[src/rtl/uart_rx_stream.sv]
// UART receiver (8 data bits, LSB first, one stop bit) with a valid/ready byte output register.
// Define UART_RX_PARITY_EN to expect one even-parity bit after bit 7.
module uart_rx_stream #(
  parameter int unsigned CLK_FREQ = 50000000,
  parameter int unsigned BAUD     = 115200
) (
  input  logic       clk,
  input  logic       rst_n,
  input  logic       uart_rx,
  output logic [7:0] rx_data,
  output logic       rx_valid,
  output logic       rx_error,
  input  logic       rx_ready,
  output logic       overrun
);

  localparam int unsigned DIV  = CLK_FREQ / BAUD;
  localparam int unsigned HALF = DIV / 2;
  // Counter holds 0..DIV-1, so it never wraps inside a bit period.
  localparam int unsigned CntW = (DIV > 2) ? $clog2(DIV) : 1;
  localparam logic [CntW-1:0] DivLast  = CntW'(DIV - 1);
  localparam logic [CntW-1:0] HalfLast = CntW'(HALF - 1);

  typedef enum logic [2:0] {
    StIdle,
    StStart,
    StData,
`ifdef UART_RX_PARITY_EN
    StParity,
`endif
    StStop
  } state_e;

  state_e          state_q, state_d;
  logic [1:0]      sync_q, sync_d;
  logic            prev_q, prev_d;
  logic [CntW-1:0] cnt_q, cnt_d;
  logic [2:0]      bit_cnt_q, bit_cnt_d;
  logic [7:0]      shift_q, shift_d;
  logic            frame_err_q, frame_err_d;
  logic            done_q, done_d;
  logic [7:0]      rx_data_q, rx_data_d;
  logic            rx_valid_q, rx_valid_d;
  logic            rx_error_q, rx_error_d;
  logic            overrun_q, overrun_d;
  logic            rx_s;
  logic            fall;
  logic            par_err;

`ifdef UART_RX_PARITY_EN
  logic par_err_q, par_err_d;
  assign par_err = par_err_q;
`else
  assign par_err = 1'b0;
`endif

  assign rx_s = sync_q[1];
  assign fall = prev_q & ~rx_s;

  always_comb begin
    sync_d = {sync_q[0], uart_rx};
    prev_d = rx_s;
  end

  // Receive FSM: counts baud ticks and samples the synchronized line mid-bit.
  always_comb begin
    state_d     = state_q;
    cnt_d       = cnt_q;
    bit_cnt_d   = bit_cnt_q;
    shift_d     = shift_q;
    frame_err_d = frame_err_q;
    done_d      = 1'b0;
`ifdef UART_RX_PARITY_EN
    par_err_d   = par_err_q;
`endif
    case (state_q)
      StIdle: begin
        cnt_d     = '0;
        bit_cnt_d = '0;
        if (fall) begin
          state_d = StStart;
        end
      end
      StStart: begin
        if (cnt_q == HalfLast) begin
          cnt_d     = '0;
          bit_cnt_d = '0;
          state_d   = rx_s ? StIdle : StData;
        end else begin
          cnt_d = cnt_q + CntW'(1);
        end
      end
      StData: begin
        if (cnt_q == DivLast) begin
          cnt_d     = '0;
          shift_d   = {rx_s, shift_q[7:1]};
          bit_cnt_d = bit_cnt_q + 3'd1;
          if (bit_cnt_q == 3'd7) begin
`ifdef UART_RX_PARITY_EN
            state_d = StParity;
`else
            state_d = StStop;
`endif
          end
        end else begin
          cnt_d = cnt_q + CntW'(1);
        end
      end
`ifdef UART_RX_PARITY_EN
      StParity: begin
        if (cnt_q == DivLast) begin
          cnt_d     = '0;
          par_err_d = (^shift_q) ^ rx_s;
          state_d   = StStop;
        end else begin
          cnt_d = cnt_q + CntW'(1);
        end
      end
`endif
      StStop: begin
        if (cnt_q == DivLast) begin
          cnt_d       = '0;
          frame_err_d = ~rx_s;
          done_d      = 1'b1;
          // Back to idle mid-stop-bit so the next start edge is caught on time.
          state_d     = StIdle;
        end else begin
          cnt_d = cnt_q + CntW'(1);
        end
      end
      default: begin
        state_d = StIdle;
        cnt_d   = '0;
      end
    endcase
  end

  // Output register: completion loads only if the slot is empty or being drained.
  always_comb begin
    rx_data_d  = rx_data_q;
    rx_valid_d = rx_valid_q;
    rx_error_d = rx_error_q;
    overrun_d  = 1'b0;
    if (rx_valid_q && rx_ready) begin
      rx_valid_d = 1'b0;
    end
    if (done_q) begin
      if (!rx_valid_q || rx_ready) begin
        rx_data_d  = shift_q;
        rx_error_d = frame_err_q | par_err;
        rx_valid_d = 1'b1;
      end else begin
        overrun_d = 1'b1;
      end
    end
  end

  always_ff @(posedge clk or negedge rst_n) begin
    if (!rst_n) begin
      state_q     <= StIdle;
      sync_q      <= 2'b11;
      prev_q      <= 1'b1;
      cnt_q       <= '0;
      bit_cnt_q   <= '0;
      shift_q     <= '0;
      frame_err_q <= 1'b0;
      done_q      <= 1'b0;
      rx_data_q   <= '0;
      rx_valid_q  <= 1'b0;
      rx_error_q  <= 1'b0;
      overrun_q   <= 1'b0;
`ifdef UART_RX_PARITY_EN
      par_err_q   <= 1'b0;
`endif
    end else begin
      state_q     <= state_d;
      sync_q      <= sync_d;
      prev_q      <= prev_d;
      cnt_q       <= cnt_d;
      bit_cnt_q   <= bit_cnt_d;
      shift_q     <= shift_d;
      frame_err_q <= frame_err_d;
      done_q      <= done_d;
      rx_data_q   <= rx_data_d;
      rx_valid_q  <= rx_valid_d;
      rx_error_q  <= rx_error_d;
      overrun_q   <= overrun_d;
`ifdef UART_RX_PARITY_EN
      par_err_q   <= par_err_d;
`endif
    end
  end

  assign rx_data  = rx_data_q;
  assign rx_valid = rx_valid_q;
  assign rx_error = rx_error_q;
  assign overrun  = overrun_q;

endmodule

[config.mk]
export PLATFORM = sky130hd
export DESIGN_NAME = uart_rx_stream
export DESIGN_NICKNAME = d
export VERILOG_FILES = /design/src/rtl/uart_rx_stream.sv
export SDC_FILE = /design/constraint.sdc
export NUM_CORES = 1
export LEC_CHECK = 0
export ABC_CLOCK_PERIOD_IN_PS = 3000
export CAP_MARGIN = 40
export CORE_MARGIN = 3
export CORE_UTILIZATION = 50
export DETAILED_ROUTE_END_ITERATION = 7
export PLACE_DENSITY = 0.76
export RECOVER_POWER = 25
export SETUP_SLACK_MARGIN = 0.15
export SYNTH_ARGS = -nofsm -noshare
export SYNTH_HDL_FRONTEND = slang
export SYNTH_SLANG_ARGS = --single-unit
[constraint.sdc]
create_clock -name clk -period 3 [get_ports clk]
set_input_delay 0.75 -clock clk [delete_from_list [all_inputs] [get_ports clk]]
set_output_delay 0.75 -clock clk [all_outputs]
set_load 0.02 [all_outputs]
* After elaboration in Yosys (flattened, before gate mapping) *
Index checks and enable logic that the tools add are counted.

word-level totals
  bits in registers = 39
  input port bits = 4
  output and inout bits = 11
  logic and storage cells = 58

cells by class
  $add $sub $neg = 2
  equality and inequality tests = 11
  muxes and demuxes = 20
  bitwise logic cells = 2
  reductions and logical operators = 11

operator list
  operator             number
  $mux 3               7
  $mux 9               2
  $pmux 9 s2           1
  $pmux 3 s4           1
  $ne 2x2->1 const B   5
  $add 9x1->9 const B  1
  $eq 9x8->1 const B   1
  $eq 9x9->1 const B   1
  $pmux 3 s3           1
  $mux 1               7
  $eq 3x2->1 const B   2
  $reduce_and 2->1     3
  $reduce_and 5->1     1
  $add 3x1->3 const B  1
  $eq 3x1->1 const B   1
  $eq 3x3->1 const B   1
  $logic_not 3->1      1
  $reduce_and 3->1     1
  $reduce_bool 3->1    1
  $mux 2               1
  $reduce_or 2->1      1
  $and 1x1->1          1
  $logic_and 1x1->1    1
  $logic_not 1->1      1
  other kinds (2)      2

* Depth between registers and ports, before layout *
Gate-level depths: netlist of the first run.

  depth after elaboration = 4
  mapped depth = 6
  mapped depth without buffers = 6

* Worst setup path before layout of the first run *
No wires, ideal clock.

  path kind = in2reg
  start = in rx_ready
  end = reg rx_data_q[0], in the netlist rx_data[0]
  setup time = 0.125 ns
  data arrival time = 1.506 ns
  required time = 2.875 ns
  slack = 1.370 ns
  stages on the path = 3
  buffers on the path = 0
  cells stage by stage = nand2b_1 -> nand2_1 -> mux2_2

on the way
  word-level cells in the longest chain between the ends = 2

RTL lines
  element                     RTL line  source
  start: declaration          13        input logic rx_ready,
  $logic_or 1x1->1            148       if (!rx_valid_q || rx_ready) begin
  $reduce_and 2->1 (no line)  --
  end signal: assignment      184       rx_data_q <= rx_data_d;
  end: declaration            42        logic [7:0] rx_data_q, rx_data_d;

Every way passes these cells.
A chain may end at the register's enable or synchronous reset.

* Final worst setup path of the first run *
  start = reg rx_data_q[0], in the netlist rx_data[0]
  end = out rx_data[0]

RTL lines
  element           RTL line  source
  end: declaration  10        output logic [7:0] rx_data,

No word-level cell between the ends.

==> reports/summary.json, run 1 <==
{
  "final_hold_violations": 0,
  "cp_data_required_time_ns": 2.25,
  "postCtsSetupRepairBufs": 0,
  "max_clock_freq_mhz": 484,
  "worst_path_dominant_cell_family": "buffers and inverters",
  "netlist_instances": 131,
  "place.port_buffers": 14,
  "ctsRootBufferMaster": "sky130_fd_sc_hd__clkbuf_4",
  "power.density_nw_per_um2": 559,
  "clkSinkCount": 38,
  "timing.final.crit_period_ns": 2.07,
  "status": "complete, but fails checks",
  "core-area_um2": 3130,
  "dieHeight_um": 64.1,
  "setup.worst_path.class": "reg -> out",
  "critical_path_peak_fanout": 2,
  "antenna_violations_before_repair": 0,
  "irDropWorstVdd_mv": 0.400,
  "num_vias": 978,
  "totalWireLength_mm": 2.63,
  "filler_cells": 256,
  "first_pass_grt_wire_length_mm": 4.84,
  "grt_start_max_net_pins": 39,
  "clock_latency_ns": 0.33,
  "worstPathBufferInverterCount": 1,
  "crit_path_end_kind": "output pin",
  "critical_path_arrival_ns": 1.32,
  "worstSetupStartpointType": "flip-flop",
  "post_route_cells_drive_above_1_share_pct": 22.0,
  "synth.yosys.warnings": 0,
  "finalClockSkew_ns": 0.00969,
  "start_util_pct": 54.0,
  "post_synth_instance_area_um2": 1690,
  "drv_slew": 39,
  "ctsResizeCount": 0,
  "area_delta_synth_final_pct": 15.6,
  "antenna_cell_count": 0,
  "syn_nets": 140,
  "number_of_violations_reported_at_the_end_of_detailed_routing_iteration_0": 68,
  "total_number_of_nets_in_the_final_design": 159,
  "number_of_unique_standard_cell_types_used_by_synthesis": 35,
  "hold_ws_ns": 0.366,
  "drt_pass1_iterations": 4,
  "ctsLongestPathBuffers": 2,
  "vias_per_cell": 5.04,
  "synth.avg_cell_area_um2": 12.9,
  "max_stage_delay_ns": 0.61,
  "total_power_w": 0.00109,
  "timing.final.crit_share_pct": 68.8,
  "clk_pin_slew_worst_paths_ns": 0.11,
  "cts_tree": "yes",
  "total_leakage_power_nw": 0.976,
  "final_cell_mix": "sky130_fd_sc_hd__dfrtp_1, sky130_fd_sc_hd__nand3_1, sky130_fd_sc_hd__mux2_2, sky130_fd_sc_hd__clkdlybuf4s50_1, sky130_fd_sc_hd__nor2_1",
  "grt_util_all_layers_pct": 15.6,
  "finish.instance_area_um2": 1950,
  "timing_worst_slew_pin_value_ns": 1.93,
  "fp.dieW_um": 64.1,
  "slowest_cell_on_the_critical_path": "sky130_fd_sc_hd__clkdlybuf4s50_1",
  "slew_headroom_pct": -29.0,
  "rows": 20,
  "detail_route.wl_per_cell_um": 13.6,
  "final_common_cell": "sky130_fd_sc_hd__dfrtp_1",
  "dpl.cell_count": 187,
  "cts-buffers-inserted": 5,
  "final_cells": 194,
  "gp_routability_congestion": 0.763,
  "rsz0062_at_grt": "no",
  "path_cells": "clkdlybuf4s50_1",
  "htree_num_levels": 2,
  "drc": 0,
  "synth-seq-area-share_pct": 56.6,
  "first_global_vias": 1021,
  "globalRoute.totalOverflow": 0,
  "dpl.hpwl_mm": 1.91,
  "fin_setup_tns_ns": 0,
  "violations": "capacitance limit, slew limit",
  "cts.hold.buffers_added": 0,
  "setup_viol_count_final": 0,
  "max-cap-violations": 1,
  "reg2reg_slack_ns": 1.28,
  "hp-class": "reg -> reg",
  "placed_cell_area_um2": 1870,
  "floorplan.io_pins": 15,
  "drtAntennaViolNets": 0,
  "ys_ff_latch": 38,
  "dieArea_um2": 4110
}
-- Yosys cell counts, drive strengths merged --
cell type / count / area share [%]
dfrtp: 35 / 52
clkbuf: 2 / 0.44
nor3b: 2 / 1.2
o21ai: 1 / 0.30
a22oi: 1 / 1.3
nand3: 14 / 4.2
and2b: 1 / 0.44
nor2: 12 / 3.1
mux2: 16 / 11
or2: 1 / 0.52
nand2b: 1 / 0.37
xor2: 4 / 2.1
nand4b: 3 / 2.8
nand2: 7 / 2.0
nor3: 1 / 0.30
ha: 5 / 3.7
nand4bb: 1 / 1.6
a21oi: 1 / 0.30
inv: 6 / 1.3
dfstp: 3 / 4.7
o21a: 1 / 0.44
o211ai: 3 / 1.3
nor4b: 1 / 0.52
nor2b: 1 / 0.37
nand3b: 1 / 0.44
a31oi: 1 / 0.37
xnor2: 3 / 1.6
and3: 2 / 0.74
mux2i: 1 / 0.59
-- worst register-to-register path, cell delays in order (launching register included) --
cell	delay (ns)
sky130_fd_sc_hd__dfrtp_1	0.43
sky130_fd_sc_hd__inv_1	0.08
sky130_fd_sc_hd__ha_1	0.14
sky130_fd_sc_hd__nor3b_1	0.36
sky130_fd_sc_hd__nand4b_4	0.22
sky130_fd_sc_hd__a22oi_4	0.29
sky130_fd_sc_hd__nor2_1	0.09
-- cell families after synthesis --
group                      share of synthesized area (%)
adders and majority gates                           3.71
muxes                                               11.7
xor gates and xnor gates                            3.63
and+or+nand+nor                                     18.6
DFF                                                 56.6
AOI/OAI and AO/OA                                   4.00
buffers and inverters                               1.78
-- report_power, final --
part / internal [W] / switching, W / total [W]
clock: 0.000194 / 0.000156 / 0.000350
combinational: 0.0000695 / 0.0000707 / 0.000140
sequential: 0.000549 / 0.0000510 / 0.000601
-- registers in the layout, summed over array words and instances, names as in the netlist --
| register | count |
|---|---|
| overrun | 1 |
| cnt_q | 9 |
| prev_q | 1 |
| bit_cnt_q | 3 |
| done_q | 1 |
| shift_q | 8 |
| state_q | 2 |
| frame_err_q | 1 |
| rx_data | 8 |
| sync_q | 2 |
| rx_error | 1 |
| rx_valid | 1 |
-- cell type report --
class	instances	area [um^2]	area share, %
well taps	44	55.1	2.82
multi-input cells	85	703	36.0
clock buffers	6	51.3	2.63
repair buffers	14	134	6.86
clock inverters	1	30.0	1.54
inverters	6	22.5	1.15
flip-flops and latches	38	955	48.9
-- worst paths after layout --
kind,from,endpoint,depth (start not counted)
worst min-delay path,sync_q[0]$_DFF_PN1_,sync_q[1]$_DFF_PN1_,0
min in group asynchronous,rst_n,bit_cnt_q[0]$_DFFE_PN0P_,1
worst max-delay path,rx_data[0]$_DFFE_PN0P_,rx_data[0],1
max in group asynchronous,rst_n,rx_data[4]$_DFFE_PN0P_,1
worst max register to register,cnt_q[0]$_DFF_PN0_,cnt_q[2]$_DFF_PN0_,6
worst min register to register,sync_q[0]$_DFF_PN1_,sync_q[1]$_DFF_PN1_,0
-- routing by layer --
metal | GRT usage [%] | part of all wire (%)
met1 | 19.4 | 46
met2 | 24.5 | 49
met3 | 5.80 | 3.6
met4 | 6.33 | 1.6
met5 | 0 | 0
-- stage by stage --
step	worst slack (ns)	utilization, %
5_1_grt	0.532	62.4
3_5_place_dp	0.813	59.8
6_report	0.935	62.4
4_1_cts	0.916	62.4
2_1_floorplan	1.37	-
3_3_place_gp	0.874	59.8
Note: power is estimated with default switching activity, not from simulation.
==> run 2, diff against run 1 <==
--- a/config.mk
+++ b/config.mk
@@ -5,12 +5,12 @@
 export SDC_FILE = /design/constraint.sdc
 export NUM_CORES = 1
 export LEC_CHECK = 0
-export ABC_CLOCK_PERIOD_IN_PS = 3000
+export ABC_CLOCK_PERIOD_IN_PS = 1660
 export CAP_MARGIN = 40
 export CORE_MARGIN = 3
 export CORE_UTILIZATION = 50
 export DETAILED_ROUTE_END_ITERATION = 7
-export PLACE_DENSITY = 0.76
+export PLACE_DENSITY = 0.78
 export RECOVER_POWER = 25
 export SETUP_SLACK_MARGIN = 0.15
 export SYNTH_ARGS = -nofsm -noshare
==> constraint.sdc (replaced) <==
create_clock -name clk -period 1.66 [get_ports clk]
set_input_delay 0.415 -clock clk [delete_from_list [all_inputs] [get_ports clk]]
set_output_delay 0.415 -clock clk [all_outputs]
set_load 0.02 [all_outputs]
==> run 2 against run 1 <==
The flow now finishes without violations; sequential power increased by 78%; sequential cell count did not move; worst setup slack got worse by 0.91 ns; core utilization grew 4.7 points; sequential share of layout area is 3.4 points lower; routed wire length increased by 17%; register-to-register slack got worse by 1.3 ns; non-clock buffer count grew 14; design area increased by 7.6%; count of clock-buffer cells in the layout grew 1; critical path depth grew 7; power increased by 96%; critical path type is now reg -> reg.
==> reports/summary.json, run 2 (same netlist as run 1, synthesis figures left out) <==
{
  "antenna_violations_before_repair": 0,
  "ctsRootBufferMaster": "sky130_fd_sc_hd__clkbuf_4",
  "number_of_cells_on_the_critical_path": 8,
  "setup.worst_path.end": "state_q[1]$_DFFE_PN0P_",
  "total_leakage_power_nw": 1.10,
  "num_vias": 1093,
  "max_clock_freq_mhz": 613,
  "p_sw_w": 0.000560,
  "gp_routability_congestion": 0.745,
  "rows": 20,
  "dieArea_um2": 4110,
  "worstRegToRegCells": 8,
  "power_share_of_the_combinational_group_pct": 19.0,
  "final_cells": 209,
  "largest_reg_flops": 9,
  "top_usage_layer": "met2",
  "grt_util_met2_pct": 28.3,
  "worst_r2r_src": "cnt_q[1]$_DFF_PN0_",
  "crit_path_end_kind": "flip-flop",
  "setup_viol_count_final": 0,
  "rsz0062_at_grt": "yes",
  "global_routing_usage_on_met1_pct": 20.4,
  "final_cell_mix": "sky130_fd_sc_hd__dfrtp_1, sky130_fd_sc_hd__nand3_1, sky130_fd_sc_hd__buf_4, sky130_fd_sc_hd__nor2_1, sky130_fd_sc_hd__mux2_2",
  "critical_path_peak_fanout": 7,
  "core-area_um2": 3130,
  "cp_data_required_time_ns": 1.96,
  "path_common_cell": "sky130_fd_sc_hd__nor3b_2",
  "fin_util_pct": 67.1,
  "grt_util_all_layers_pct": 16.8,
  "cts_tree": "yes",
  "htree_num_levels": 2,
  "globalRouteMet3Util_pct": 4.92,
  "fp.dieW_um": 64.1,
  "timing_worst_slew_pin_value_ns": 0.950,
  "final_common_cell": "sky130_fd_sc_hd__dfrtp_1",
  "hold_path_startpoint": "sync_q[0]$_DFF_PN1_",
  "power_switching_share_pct": 26.2,
  "startpoint": "cnt_q[1]$_DFF_PN0_",
  "drc": 0,
  "slowest_cell_on_the_critical_path": "sky130_fd_sc_hd__dfrtp_1",
  "regMostFlops": "cnt_q",
  "totalWireLength_mm": 3.08,
  "reg2reg_slack_ns": 0.03,
  "irDropWorstVdd_mv": 0.624,
  "pwr-share-seq_pct": 50.2,
  "max-cap-violations": 0,
  "place.port_buffers": 14,
  "slew_headroom_pct": 36.7,
  "clockPowerShare_pct": 30.8,
  "internal-power_w": 0.00158,
  "first_global_vias": 1148,
  "drv_slew": 0,
  "grt_start_max_net_pins": 23,
  "path_cells": "inv_2 -> ha_1 -> nor3b_2 -> buf_4 -> nand4b_4 -> buf_6 -> nor3b_2 -> o21a_1",
  "clock_latency_ns": 0.35,
  "hp-class": "reg -> reg",
  "worst_path_dominant_cell_family": "simple AND/OR/NAND/NOR gates",
  "timing.final.crit_period_ns": 1.63,
  "filler_cells": 235,
  "dieHeight_um": 64.1,
  "ctsLongestPathBuffers": 2,
  "r2r_end": "state_q[1]$_DFFE_PN0P_",
  "floorplan.io_pins": 15,
  "dpl.hpwl_mm": 2.10,
  "clk_pin_slew_worst_paths_ns": 0.11,
  "detail_route.wl_per_cell_um": 14.7,
  "critical_path_arrival_ns": 1.93,
  "worstSetupStartpointType": "flip-flop",
  "power.density_nw_per_um2": 1020,
  "status": "completed",
  "clkSinkCount": 38,
  "vias_per_cell": 5.23,
  "globalRoute.totalOverflow": 0,
  "antenna_cell_count": 0,
  "finalClockSkew_ns": 0.00999,
  "post_route_cells_drive_above_1_share_pct": 32.1,
  "area_delta_synth_final_pct": 24.3,
  "timing.final.crit_share_pct": 98.3,
  "placed_cell_area_um2": 1940,
  "drt_pass1_iterations": 4,
  "first_pass_grt_wire_length_mm": 5.31,
  "drtAntennaViolNets": 0,
  "setup.worst_path.class": "reg -> reg",
  "max_stage_delay_ns": 0.41,
  "final_hold_violations": 0,
  "total_number_of_nets_in_the_final_design": 173,
  "worstPathBufferInverterCount": 3,
  "cts-buffers-inserted": 5,
  "finish.instance_area_um2": 2100,
  "dpl.cell_count": 194,
  "number_of_violations_reported_at_the_end_of_detailed_routing_iteration_0": 33,
  "start_util_pct": 54.0
}
-- run 2: changes by cell type in the layout (fill, tap and decap cells not counted), sizes merged --
cell and change:
buf +13, clkdlybuf4s50 -12, dlygate4sd2 +2, dlygate4sd3 +2, clkdlybuf4s15 +6, clkbuf +4
-- run 2: through the flow --
| stage | total power, W | setup slack [ns] | setup TNS, ns | hold WS, ns |
|---|---|---|---|---|
| 2_1_floorplan | 0.00128 | 0.158 | 0 | 0.119 |
| 4_1_cts | 0.00210 | 0.131 | 0 | 0.369 |
| 3_3_place_gp | 0.00139 | -0.108 | -0.902 | 0.346 |
| 5_1_grt | 0.00226 | -0.0705 | -0.212 | 0.385 |
| 3_5_place_dp | 0.00141 | -0.152 | -1.22 | 0.349 |
| 6_report | 0.00214 | 0.0288 | 0 | 0.373 |
-- run 2: area by class of cell --
class,instances,area [um^2],area share (%)
Multi-Input combinational cell,85,741,35.3
Clock inverter,1,30.0,1.43
Inverter,6,22.5,1.07
Tap cell,44,55.1,2.62
Clock buffer,7,55.1,2.62
Sequential cell,38,955,45.5
Timing Repair Buffer,28,240,11.4
-- run 2: power by group through the flow --
stage	sequential, W	clock (W)	combinational [W]
detailed placement	0.00109	0	0.000318
CTS	0.00107	0.000671	0.000360
global placement	0.00108	0	0.000310
floorplan	0.00108	0	0.000204
global route	0.00108	0.000716	0.000459
finish	0.00107	0.000658	0.000405
-- run 2: worst register-to-register path: cells and delay by family (launching register included) --
kind / cells / cell delay, ns
AO/OA/AOI/OAI: 1 / 0.14
adder cells (fa/ha/maj): 1 / 0.14
buffers and inverters: 3 / 0.38
flip-flops: 1 / 0.41
AND/OR/NAND/NOR: 3 / 0.52
-- run 2: timing repair --
| item | in CTS | in global routing |
|---|---|---|
| gates cloned | 0 | 0 |
| setup endpoints to repair | 30 | 30 |
| setup buffers | 3 | 3 |
| resized for setup | 14 | 20 |
| hold endpoints to repair | 14 | 0 |
| pin swaps | 6 | 5 |
| hold buffers | 1 | 0 |
-- run 2: worst min path at each step --
stage / end / slack, ns / cells after the start
detailed placement: sync_q[1]$_DFF_PN1_ / 0.35 / 0
floorplan: bit_cnt_q[0]$_DFFE_PN0P_ / 0.12 / 0
finish: sync_q[1]$_DFF_PN1_ / 0.37 / 0
CTS: sync_q[1]$_DFF_PN1_ / 0.37 / 0
global route: sync_q[1]$_DFF_PN1_ / 0.39 / 0
global placement: sync_q[1]$_DFF_PN1_ / 0.35 / 0
-- run 2: metal layers --
layer	share of wire, %	wire length (um)	vias to the layer above
met4	1.7	51	0
met3	3.6	110	8
met5	0	0	-
met2	51	1570	15
met1	44	1350	548
li1	-	-	522
==> run 3, diff against run 2 <==
--- a/config.mk
+++ b/config.mk
@@ -7,10 +7,12 @@
 export LEC_CHECK = 0
 export ABC_CLOCK_PERIOD_IN_PS = 1660
 export CAP_MARGIN = 40
+export CELL_PAD_IN_SITES_DETAIL_PLACEMENT = 2
+export CELL_PAD_IN_SITES_GLOBAL_PLACEMENT = 2
 export CORE_MARGIN = 3
-export CORE_UTILIZATION = 50
+export CORE_UTILIZATION = 35
 export DETAILED_ROUTE_END_ITERATION = 7
-export PLACE_DENSITY = 0.78
+export PLACE_DENSITY = 0.79
 export RECOVER_POWER = 25
 export SETUP_SLACK_MARGIN = 0.15
 export SYNTH_ARGS = -nofsm -noshare
==> run 3 against run 2 <==
The flow now finishes with violations (setup timing); global-route usage down 0.31 points; register-to-register slack worse by 0.05 ns; sequential power about the same; sequential cell count unchanged; highest routed layer unchanged.
==> reports/summary.json, run 3 (same netlist as run 1, synthesis figures left out) <==
{
  "hold_ws_ns": 0.318,
  "drv_slew": 0,
  "antenna_violations_before_repair": 0,
  "floorplan.io_pins": 15,
  "setup_viol_count_final": 1,
  "worstSetupStartpointType": "flip-flop",
  "cts.hold.buffers_added": 0,
  "timing_worst_slew_pin_value_ns": 1.13,
  "final_hold_violations": 0,
  "ctsRootBufferMaster": "sky130_fd_sc_hd__clkbuf_8",
  "core-area_um2": 4500,
  "worst_r2r_src": "cnt_q[1]$_DFF_PN0_",
  "detail_route.wl_per_cell_um": 18.4,
  "largest_reg_flops": 9,
  "total_number_of_nets_in_the_final_design": 175,
  "hp-class": "in -> async",
  "setup.worst_path.class": "reg -> reg",
  "max_clock_freq_mhz": 595,
  "slew_headroom_pct": 24.4,
  "timing.final.crit_share_pct": 101,
  "post_route_cells_drive_above_1_share_pct": 37.7,
  "post-route-worst-setup-slack_ns": -0.0195,
  "finish.instance_area_um2": 2150,
  "final_common_cell": "sky130_fd_sc_hd__dfrtp_1",
  "critical_path_peak_fanout": 7,
  "grt_util_all_layers_pct": 16.5,
  "drc": 0,
  "start_util_pct": 37.5,
  "drtAntennaViolNets": 0,
  "rows": 24,
  "gp_routability_congestion": 0.753,
  "total_leakage_power_nw": 1.11,
  "irDropWorstVdd_mv": 0.497,
  "r2r_end": "cnt_q[1]$_DFF_PN0_",
  "clk_pin_slew_worst_paths_ns": 0.07,
  "cts-buffers-inserted": 5,
  "rsz0062_at_grt": "yes",
  "globalRoute.totalOverflow": 0,
  "cts_tree": "yes",
  "placed_cell_area_um2": 1960,
  "startpoint": "cnt_q[1]$_DFF_PN0_",
  "placement.setup.worst_slack_ns": -0.160,
  "final_cell_mix": "sky130_fd_sc_hd__dfrtp_1, sky130_fd_sc_hd__mux2_2, sky130_fd_sc_hd__buf_4, sky130_fd_sc_hd__nand3_1, sky130_fd_sc_hd__dlygate4sd2_1",
  "drt_pass1_iterations": 2,
  "clock_latency_ns": 0.29,
  "status": "complete, but fails checks",
  "dpl.hpwl_mm": 2.57,
  "totalWireLength_mm": 4.03,
  "cp_data_required_time_ns": 1.83,
  "worstRegToRegCells": 6,
  "first_pass_grt_wire_length_mm": 6.73,
  "number_of_violations_reported_at_the_end_of_detailed_routing_iteration_0": 44,
  "critical_path_arrival_ns": 1.85,
  "violations": "setup timing",
  "vias_per_cell": 5.16,
  "antenna_cell_count": 0,
  "grt_start_max_net_pins": 21,
  "htree_num_levels": 2,
  "max-cap-violations": 0,
  "crit_path_end_kind": "flip-flop",
  "fp.dieW_um": 75.4,
  "regMostFlops": "cnt_q",
  "ctsLongestPathBuffers": 2,
  "first_global_vias": 1274,
  "clkSinkCount": 38,
  "place.port_buffers": 14,
  "power.density_nw_per_um2": 1060,
  "num_vias": 1130,
  "dieArea_um2": 5690,
  "area_delta_synth_final_pct": 27.5,
  "reg2reg_slack_ns": -0.02,
  "setup.worst_path.end": "cnt_q[1]$_DFF_PN0_",
  "finalClockSkew_ns": 0.00486,
  "timing.final.crit_period_ns": 1.68,
  "dieHeight_um": 75.4
}
run 3: changes by cell type in the layout (fill, tap and decap cells not counted), sizes merged:
cell / delta
clkinv: +1
dlygate4sd2: +9
clkdlybuf4s50: +2
clkinvlp: +1
buf: +3
clkdlybuf4s15: -6
clkbuf: -4
dlygate4sd3: -3
bufinv: -1
run 3: power by group:
| group | internal [W] | switching, W |
|---|---|---|
| registers | 0.000994 | 0.0000754 |
| logic | 0.000296 | 0.000250 |
| clock network | 0.000334 | 0.000330 |
| total | 0.00162 | 0.000655 |
run 3: what timing repair did:
action                     4_1_cts  5_1_grt
setup buffers                    4        3
setup endpoints to repair       41       23
pin swaps                        9        7
gates resized for setup         19        8
run 3: worst min-delay path by stage:
stage,startpoint,to,slack [ns],depth (start not counted)
3_5_place_dp,sync_q[0]$_DFF_PN1_,sync_q[1]$_DFF_PN1_,0.35,0
4_1_cts,rst_n,shift_q[6]$_DFFE_PN0P_,0.07,1
3_3_place_gp,sync_q[0]$_DFF_PN1_,sync_q[1]$_DFF_PN1_,0.35,0
6_report,rst_n,shift_q[6]$_DFFE_PN0P_,0.32,1
5_1_grt,sync_q[0]$_DFF_PN1_,sync_q[1]$_DFF_PN1_,0.36,0
2_1_floorplan,rst_n,bit_cnt_q[0]$_DFFE_PN0P_,0.12,0
run 3: critical path, cell delays in order (launching register included):
cell,delay (ns)
sky130_fd_sc_hd__dfrtp_1,0.40
sky130_fd_sc_hd__inv_2,0.09
sky130_fd_sc_hd__ha_1,0.17
sky130_fd_sc_hd__nand4b_2,0.16
sky130_fd_sc_hd__or2_4,0.30
sky130_fd_sc_hd__a22oi_4,0.34
sky130_fd_sc_hd__nor2_1,0.10
run 3: final cells by class:
type	count	area, um^2
clock buffer	6	82.6
clock inverter	2	12.5
fill	457	2350
inverter	6	22.5
multi-input combinational	85	758
sequential	38	955
tap	52	65.1
timing repair buffer	30	256
run 3: per-stage QoR:
| step | setup TNS, ns | instances | utilization (%) | total power, W |
|---|---|---|---|---|
| 3_5_place_dp | -1.41 | 204 | 43.5 | 0.00147 |
| 4_1_cts | 0 | 216 | 46.6 | 0.00223 |
| 5_1_grt | -0.777 | 219 | 47.8 | 0.00244 |
| 6_report | -0.0195 | 219 | 47.8 | 0.00228 |
| 3_3_place_gp | -1.10 | 204 | 43.5 | 0.00143 |
| 2_1_floorplan | 0 | 131 | - | 0.00128 |
run 3: metal layers:
layer	track usage, %	wire [um]	vias up
met2	28.5	2130	11
met4	5.83	57	0
met3	4.49	99	7
met1	19.8	1740	584
met5	0	0	-
li1	-	-	528
